===== src/rtl/carry_select_result_sink_if.sv =====
// -----------------------------------------------------------------------------
// carry_select_result_sink_if
//
// Purpose:
//   Bundles the two handshakes around the carry-select result sink into one
//   interface: the guarded result word coming from the carry-select adder
//   slices, and the valid/ready stream of resolved sum/carry pairs leaving it.
//
// Signals:
//   guard      producer -> sink   result word valid
//   value      producer -> sink   packed word {cout1, cout0, sum0, sum1}
//   first      producer -> sink   qualifies guard; beat starts a new chain
//   ready      sink -> producer   sink can accept this cycle
//   out_valid  sink -> consumer   FIFO head valid
//   out_ready  consumer -> sink   consumer takes the head
//   out_sum    sink -> consumer   resolved sum at the head
//   out_carry  sink -> consumer   resolved carry-out at the head
//
// Modports:
//   master  the side driving results in and taking resolved pairs out
//   slave   the sink itself
// -----------------------------------------------------------------------------
interface carry_select_result_sink_if #(
    parameter int W = 4
);
    logic             guard;
    logic [2*W+1:0]   value;
    logic             first;
    logic             ready;
    logic             out_valid;
    logic             out_ready;
    logic [W-1:0]     out_sum;
    logic             out_carry;

    modport master (
        output guard,
        output value,
        output first,
        output out_ready,
        input  ready,
        input  out_valid,
        input  out_sum,
        input  out_carry
    );

    modport slave (
        input  guard,
        input  value,
        input  first,
        input  out_ready,
        output ready,
        output out_valid,
        output out_sum,
        output out_carry
    );
endinterface


===== src/rtl/carry_select_result_sink.sv =====
// -----------------------------------------------------------------------------
// carry_select_result_sink
//
// Purpose:
//   Receives packed carry-select result words, picks the sum/carry-out pair
//   that matches the running carry (or CIN_INIT on the first beat of a chain),
//   and queues the resolved pairs in a DEPTH-entry FIFO behind valid/ready.
//   Chaining the carry across beats lets a sequence of W-bit slices form one
//   wide addition.
//
// Parameters:
//   W         adder slice width; packed word is 2*W+2 bits
//   DEPTH     FIFO entries, power of two, >= 2
//   CIN_INIT  carry-in used on a beat flagged with first
//
// Ports:
//   clk       rising-edge clock
//   rst_n     asynchronous active-low reset
//   bus       carry_select_result_sink_if.slave (input word + output stream)
//   beat_cnt  [CARRY_SELECT_RESULT_SINK_STATS_EN only] accepted beats, saturating
//   drop_cnt  [CARRY_SELECT_RESULT_SINK_STATS_EN only] guard cycles seen while
//             full, saturating
//
// Optional feature:
//   Define CARRY_SELECT_RESULT_SINK_STATS_EN to add the beat_cnt/drop_cnt
//   statistics outputs. Without it the ports and counters do not exist.
// -----------------------------------------------------------------------------
module carry_select_result_sink #(
    parameter int W        = 4,
    parameter int DEPTH    = 4,
    parameter bit CIN_INIT = 1'b0
) (
    input  logic                         clk,
    input  logic                         rst_n,
    carry_select_result_sink_if.slave    bus
`ifdef CARRY_SELECT_RESULT_SINK_STATS_EN
    ,
    output logic [15:0]                  beat_cnt,
    output logic [15:0]                  drop_cnt
`endif
);

    localparam int PTR_W = $clog2(DEPTH);
    localparam int CNT_W = PTR_W + 1;
    localparam logic [CNT_W-1:0] CNT_FULL = CNT_W'(DEPTH);
    localparam logic [CNT_W-1:0] CNT_ONE  = CNT_W'(1);

    // Occupancy states; ready and out_valid are decoded straight from these.
    localparam logic [1:0] ST_EMPTY   = 2'd0;
    localparam logic [1:0] ST_PARTIAL = 2'd1;
    localparam logic [1:0] ST_FULL    = 2'd2;

    logic [1:0]       state_q, state_d;
    logic [CNT_W-1:0] count_q, count_d;
    logic [PTR_W-1:0] rdPtr_q, rdPtr_d;
    logic [PTR_W-1:0] wrPtr_q, wrPtr_d;
    logic             carry_q, carry_d;

    // Each entry holds {sum, carry-out}.
    logic [W:0]       mem_q [DEPTH];
    logic [W:0]       headWord;

    logic             readyInt;
    logic             validInt;
    logic             accept;
    logic             pop;
    logic             selCarry;
    logic [W-1:0]     selSum;
    logic             selCout;

    assign readyInt = (state_q != ST_FULL);
    assign validInt = (state_q != ST_EMPTY);
    assign accept   = bus.guard & readyInt;
    assign pop      = validInt & bus.out_ready;

    // Carry select: the effective carry-in is CIN_INIT when the beat opens a
    // new chain and the carry left by the previous accepted beat otherwise.
    // The low slice of the word is the cin=1 sum, the next slice the cin=0 sum.
    always_comb begin
        selCarry = bus.first ? CIN_INIT : carry_q;
        selSum   = selCarry ? bus.value[W-1:0] : bus.value[2*W-1:W];
        selCout  = selCarry ? bus.value[2*W+1] : bus.value[2*W];
    end

    // Next-state logic: pointers advance on their own handshake, the count
    // follows the accept/pop matrix, and the occupancy FSM moves at the
    // boundaries of that count. A full FIFO cannot accept, so leaving FULL
    // only needs a pop.
    always_comb begin
        count_d = count_q;
        rdPtr_d = rdPtr_q;
        wrPtr_d = wrPtr_q;
        carry_d = carry_q;
        state_d = state_q;

        if (accept) begin
            wrPtr_d = wrPtr_q + 1'b1;
            carry_d = selCout;
        end
        if (pop) begin
            rdPtr_d = rdPtr_q + 1'b1;
        end

        case ({accept, pop})
            2'b10:   count_d = count_q + 1'b1;
            2'b01:   count_d = count_q - 1'b1;
            default: count_d = count_q;
        endcase

        case (state_q)
            ST_EMPTY: begin
                if (accept) begin
                    state_d = ST_PARTIAL;
                end
            end
            ST_PARTIAL: begin
                if (accept && !pop && (count_q == CNT_FULL - CNT_ONE)) begin
                    state_d = ST_FULL;
                end else if (pop && !accept && (count_q == CNT_ONE)) begin
                    state_d = ST_EMPTY;
                end
            end
            ST_FULL: begin
                if (pop) begin
                    state_d = ST_PARTIAL;
                end
            end
            default: state_d = ST_EMPTY;
        endcase
    end

    // Control registers. Reset empties the FIFO and forgets the running
    // carry, so a chain interrupted by reset restarts from zero carry.
    always_ff @(posedge clk or negedge rst_n) begin
        if (!rst_n) begin
            state_q <= ST_EMPTY;
            count_q <= '0;
            rdPtr_q <= '0;
            wrPtr_q <= '0;
            carry_q <= 1'b0;
        end else begin
            state_q <= state_d;
            count_q <= count_d;
            rdPtr_q <= rdPtr_d;
            wrPtr_q <= wrPtr_d;
            carry_q <= carry_d;
        end
    end

    // FIFO storage. No reset is needed: contents are only visible while the
    // FIFO is non-empty, and the head is masked to zero otherwise.
    always_ff @(posedge clk) begin
        if (accept) begin
            mem_q[wrPtr_q] <= {selSum, selCout};
        end
    end

    // Outputs come from registered state only, so the input word never
    // reaches the output in the same cycle.
    assign headWord      = mem_q[rdPtr_q];
    assign bus.ready     = readyInt;
    assign bus.out_valid = validInt;
    assign bus.out_sum   = validInt ? headWord[W:1] : '0;
    assign bus.out_carry = validInt & headWord[0];

`ifdef CARRY_SELECT_RESULT_SINK_STATS_EN
    logic [15:0] beatCnt_q;
    logic [15:0] dropCnt_q;

    // Statistics: accepted beats and guard cycles refused because the FIFO
    // was full. Both stick at all-ones instead of wrapping.
    always_ff @(posedge clk or negedge rst_n) begin
        if (!rst_n) begin
            beatCnt_q <= '0;
            dropCnt_q <= '0;
        end else begin
            if (accept && (beatCnt_q != 16'hFFFF)) begin
                beatCnt_q <= beatCnt_q + 16'd1;
            end
            if (bus.guard && !readyInt && (dropCnt_q != 16'hFFFF)) begin
                dropCnt_q <= dropCnt_q + 16'd1;
            end
        end
    end

    assign beat_cnt = beatCnt_q;
    assign drop_cnt = dropCnt_q;
`endif

endmodule


===== src/flat_wrapper.sv =====
// flat-port wrapper written by rule: the top's interface ports become plain ports
module carry_select_result_sink_flat 
#(
    parameter int W        = 4,
    parameter int DEPTH    = 4,
    parameter bit CIN_INIT = 1'b0
)
  (clk, rst_n, bus_guard, bus_value, bus_first, bus_out_ready, bus_ready, bus_out_valid, bus_out_sum, bus_out_carry);
  carry_select_result_sink_if #(.W(W)) bus_i ();
  input  logic clk;
  input  logic rst_n;
  input wire logic [$bits(bus_i.guard)-1:0] bus_guard;
  input wire logic [$bits(bus_i.value)-1:0] bus_value;
  input wire logic [$bits(bus_i.first)-1:0] bus_first;
  input wire logic [$bits(bus_i.out_ready)-1:0] bus_out_ready;
  output wire logic [$bits(bus_i.ready)-1:0] bus_ready;
  output wire logic [$bits(bus_i.out_valid)-1:0] bus_out_valid;
  output wire logic [$bits(bus_i.out_sum)-1:0] bus_out_sum;
  output wire logic [$bits(bus_i.out_carry)-1:0] bus_out_carry;
  assign bus_i.guard = bus_guard;
  assign bus_i.value = bus_value;
  assign bus_i.first = bus_first;
  assign bus_i.out_ready = bus_out_ready;
  assign bus_ready = bus_i.ready;
  assign bus_out_valid = bus_i.out_valid;
  assign bus_out_sum = bus_i.out_sum;
  assign bus_out_carry = bus_i.out_carry;
  carry_select_result_sink #(.W(W), .DEPTH(DEPTH), .CIN_INIT(CIN_INIT)) u_core (.clk(clk), .rst_n(rst_n), .bus(bus_i));
endmodule

===== config.mk =====
export PLATFORM = sky130hd
export DESIGN_NAME = carry_select_result_sink_flat
export DESIGN_NICKNAME = d
export VERILOG_FILES = /design/src/rtl/carry_select_result_sink_if.sv /design/src/rtl/carry_select_result_sink.sv /design/src/flat_wrapper.sv
export SDC_FILE = /design/constraint.sdc
export NUM_CORES = 1
export LEC_CHECK = 0
export ABC_CLOCK_PERIOD_IN_PS = 4300
export BUFFER_PORTS_ARGS = -buffer_cell sky130_fd_sc_hd__buf_2
export CAP_MARGIN = 0
export CELL_PAD_IN_SITES_DETAIL_PLACEMENT = 2
export CELL_PAD_IN_SITES_GLOBAL_PLACEMENT = 2
export CORE_UTILIZATION = 35
export CTS_CLUSTER_SIZE = 28
export DETAILED_ROUTE_END_ITERATION = 8
export PLACE_DENSITY_LB_ADDON = 0.1
export RECOVER_POWER = 25
export SLEW_MARGIN = 10
export SYNTH_ARGS = -nofsm -noshare
export SYNTH_HDL_FRONTEND = slang
export SYNTH_SLANG_ARGS = --single-unit

===== constraint.sdc =====
create_clock -name clk -period 4.3 [get_ports clk]
set_clock_uncertainty 0.15 [all_clocks]
set_input_delay 0.43 -clock clk [delete_from_list [all_inputs] [get_ports clk]]
set_output_delay 0.43 -clock clk [all_outputs]
set_load 0.02 [all_outputs]

=== After elaboration in Yosys (flattened, before gate mapping) ===
Memory sizes are Yosys's and may differ from the RTL's.
Index checks and enable logic that the tools add are counted.

* Bits in registers: 10
* Memory bits (writable): 20
* Input bits: 15
* Output and inout port bits: 7
* Word-level logic and storage cells: 45
* Memories: 1

{| class="wikitable"
|+ Memory list
! name !! words !! width !! read ports !! clocked after memory_dff !! wr ports !! line !! text
|-
| u_core.mem_q || 4 || 5 || 1 || 0 || 1 || carry_select_result_sink.sv:60 || <nowiki>logic [W:0] mem_q [DEPTH];</nowiki>
|}

* Add/subtract/negate cells: 4
* Equality and inequality tests: 10
* Multiplexer cells: 12
* Bitwise operators: 3
* Reductions and logical operators: 10

{| class="wikitable"
|+ Operator list
! operator !! count
|-
| two-way mux 2 bit || 4
|-
| two-way mux 4 bit || 2
|-
| case mux 2 bit (3 select lines) || 1
|-
| case mux 3 bit (2 select lines) || 1
|-
| adder 2 x 1 -> 2 bit, second input constant || 2
|-
| == test 2 x 1 -> 1 bit, second input constant || 2
|-
| == test 2 bit, second input constant || 2
|-
| logical AND 1 bit || 4
|-
| two-way mux 1 bit || 4
|-
| != test 2 x 1 -> 1 bit, second input constant || 2
|-
| nonzero test 2 bit || 2
|-
| adder 3 x 1 -> 3 bit, second input constant || 1
|-
| AND 1 bit || 3
|-
| == test 3 x 1 -> 1 bit, second input constant || 1
|-
| == test 3 x 2 -> 1 bit, second input constant || 1
|-
| != test 3 x 1 -> 1 bit, second input constant || 1
|-
| AND reduction 3 bit || 1
|-
| subtractor 3 x 1 -> 3 bit, second input constant || 1
|-
| logical NOT 1 bit || 2
|-
| logical NOT 2 bit || 1
|-
| != test 2 bit, second input constant || 1
|}

=== Depth between registers and ports, before layout ===
* Depth after elaboration: 8
* Gate-level depth with buffers: 8
* Depth with buffers taken out: 7

=== Worst setup path after synthesis ===
No wires, ideal clock.

* Path kind: flip-flop to output port
* Start: register u_core.rdPtr_q[0]
* End: output bus_out_carry
* Data arrival time: 1131 ps
* Data required time: 3720 ps
* Slack: 2589 ps
* Cell stages (with the launch flop): 4
* Path buffers: 1
* Cells stage by stage: dfrtp_1 -> buf_6 -> mux4_2 -> nor2b_1

* Longest elaborated chain between the ends: 2

{| class="wikitable"
|+ Ends and longest elaborated chain
! what !! line !! text
|-
| start, declared || carry_select_result_sink.sv:55 || <nowiki>logic [PTR_W-1:0] rdPtr_q, rdPtr_d;</nowiki>
|-
| start signal, assigned || carry_select_result_sink.sv:144 || <nowiki>rdPtr_q <= rdPtr_d;</nowiki>
|-
| memory read (4 x 5 bit) || n/a ||
|-
| AND 1 bit || carry_select_result_sink.sv:164 || <nowiki>assign bus.out_carry = validInt & headWord[0];</nowiki>
|-
| end, declared || flat_wrapper.sv:19 || <nowiki>output wire logic [$bits(bus_i.out_carry)-1:0] bus_out_carry;</nowiki>
|}

No other way between the ends.

=== Worst setup path in the final report ===
Same ends and word-level chain as after synthesis.

==> results.toml <==
[drt]
drc = 0
wire_per_inst_microns = 16.8
via_count = 894
drt_wl_total_microns = 3000
viasPerCell = 5.02
drt_iter0_drc = 54
drtPass1Iterations = 4
ant_nets = 0

[logic_synthesis]
syn_area_per_cell_sq_um = 13.9
synth_top_family_by_area = "multiplexers"
netlist_instances = 104
ys_seq_area_frac = 0.590
synth.area.top_cells = "edfxtp_1 42%, dfrtp_1 17%, ha_1 8.7%"
synth-xor-area-share = 0.0304
netlist_area_sq_um = 1440
muxShareOfSynthArea = 0.109
synthAdderAreaFrac = 0.0867
yosysUniqueCellTypes = 26
yosysTopAreaCellShare = 0.416
yosys_most_used_dff = "edfxtp_1"
synth_top_area_cell = "edfxtp_1"
synth-simple-area-share = 0.0850
yosys_warnings = 0
synth_edf_count = 20
syn_nets = 129
synth_compound_area_frac = 0.0512
async_reset_ff_frac = 0.333
synth.ff_latch_count = 30

[clock_network]
cts_tree = "yes"
postCtsResizedCells = 0
clkTransAtPathRegs_ps = 60
cts_buffers = 5
clock_latency_ps = 280
clock_sinks = 30
post-cts-setup-buffer-count = 0
cts_max_path_buffers = 2
root_buffer = "clkbuf_8"
htreeDepth = 2

[grt]
grt_max_degree = 11
overflow = 0
grt_pass1_wl_microns = 4940
grt_pass1_vias = 974
track_usage = 0.164
antenna_found_initial = 0

[critical_path]
critical_path_class = "reg -> out"
arrival_ps = 1720
path_buf_inv = 1
path_depth = 3
critPathMaxFanout = 7
cp_top_family = "flip-flops"
rr_worst_depth = 6
cp_slowest_cell = "dfrtp_1"
cp-end-kind = "output port"
cp_cell_sequence = "mux4_2 > nor2b_1 > buf_2"
slowest_delay_ps = 580
cp.required_ps = 3720
cp-start-kind = "flop"

[timing]
rsz0062_at_grt = "false"
tightest_slew_ps = 692
period_needed_ps = 2300
slew_violations = 0
fmax_mhz = 435
fin_tns_setup_ps = 0
maxSlewHeadroom = 0.538
finalSetupViolations = 0
fin_ws_ps = 2000
period_share = 0.535
hold_viol = 0

[final_layout]
regArea_sq_um = 851
diodes = 0
n_fill_cell = 387
syn2layout_area_growth_pct = 15.8
fin_cells = 178
drive_gt1_frac = 0.277
final_nets = 154
multi_input_area_sq_um = 523
final_cell_mix = "20 x buf_2, 20 x edfxtp_1, 10 x inv_1, 10 x ha_1, 10 x dfrtp_1"

[floorplanning]
die_x_microns = 66.2
coreArea_sq_um = 3800
rows = 22
die_area_sq_um = 4380
die_h_microns = 66.2
io-pin-count = 22
initial_core_util = 0.380

[placed_design]
gp_congestion = 0.652
dp_slack_ps = 2280
dp.cells = 169
io_buffers = 21
dp_hpwl_microns = 2320

[power_and_ir_drop]
power_density_nw_per_um2 = 641
vdd_drop_max_uv = 222
p_leak_nw = 0.696

[status]
status = "complete, no violations"

[flow_run]
maxCapViolations = 0

[min_path]
whs_path_depth = 2
hold_class = "in -> reg"
-- cell type report --
cell class | instances | share of cell area
clock buffer | 6 | 0.0434
clock inverter | 2 | 0.00524
inverter | 11 | 0.0247
multi-input combinational | 59 | 0.313
sequential | 30 | 0.509
tap | 48 | 0.0360
timing repair buffer | 22 | 0.0682
-- path summary, 6_finish.rpt --
kind	from	to	slack [ps]
worst max-delay path	u_core.rdPtr_q[0]	bus_out_carry	2000
worst min-delay path	bus_out_ready	u_core.state_q[1]	220
worst max register to register	u_core.state_q[0]	u_core.state_q[0]	2410
worst min register to register	u_core.state_q[1]	u_core.state_q[0]	400
max in group asynchronous	rst_n	u_core.state_q[1]	3000
min in group asynchronous	rst_n	u_core.count_q[0]	550
-- flip-flops by register name (all words and copies together) (netlist names) --
register / flops
u_core.count_q: 3
u_core.carry_q: 1
u_core.rdPtr_q: 2
u_core.wrPtr_q: 2
u_core.mem_q: 20
u_core.state_q: 2
-- report_power, final --
group	internal (mW)	switching (mW)	total, mW
Clock	0.111	0.100	0.211
Sequential	0.397	0.0691	0.466
Combinational	0.184	0.210	0.393
Total	0.692	0.379	1.07
-- cell usage after synthesis (2+ instances only) --
library cell / count
xnor2_1: 5
mux4_2: 5
nor2b_1: 6
mux2_2: 4
o22ai_1: 3
a31oi_1: 2
inv_1: 10
nand2_1: 6
ha_1: 10
nand3_1: 2
nor2_1: 2
dfrtp_1: 10
edfxtp_1: 20
and3_1: 4
nand2b_1: 2
o21ai_0: 3
-- what timing repair did --
item,4_1_cts,5_1_grt
setup endpoints to repair,0,0
hold endpoints to repair,10,0
hold buffers,1,0
-- stage by stage --
stage | utilization | power [mW] | hold slack (ps) | area, sq um
global route | 0.440 | 1.16 | 235 | 1670
detailed placement | 0.416 | 0.875 | 181 | 1580
CTS | 0.440 | 1.10 | 217 | 1670
finish | 0.440 | 1.07 | 225 | 1670
floorplan | - | 0.761 | -15.6 | 1440
global placement | 0.416 | 0.846 | 168 | 1580
-- worst register-to-register path: stages, from the launching register on --
cell	delay, ps
dfrtp_1	440
nand2b_1	320
nand2_1	190
ha_1	270
nand3b_1	110
a31oi_1	190
o22ai_1	100
-- cell families after synthesis --
| group | Yosys count |
|---|---|
| simple gates | 23 |
| mux | 9 |
| fa+ha+maj | 10 |
| buf+inv | 15 |
| flops | 30 |
| compound gates | 12 |
| xor+xnor | 5 |
-- metal layers --
metal  GRT usage  part of all wire
met2       0.286              0.53
met4      0.0638             0.018
met1       0.193              0.42
met3      0.0414             0.034
met5           0                 0
No activity file was read; power rests on OpenSTA's default activity.
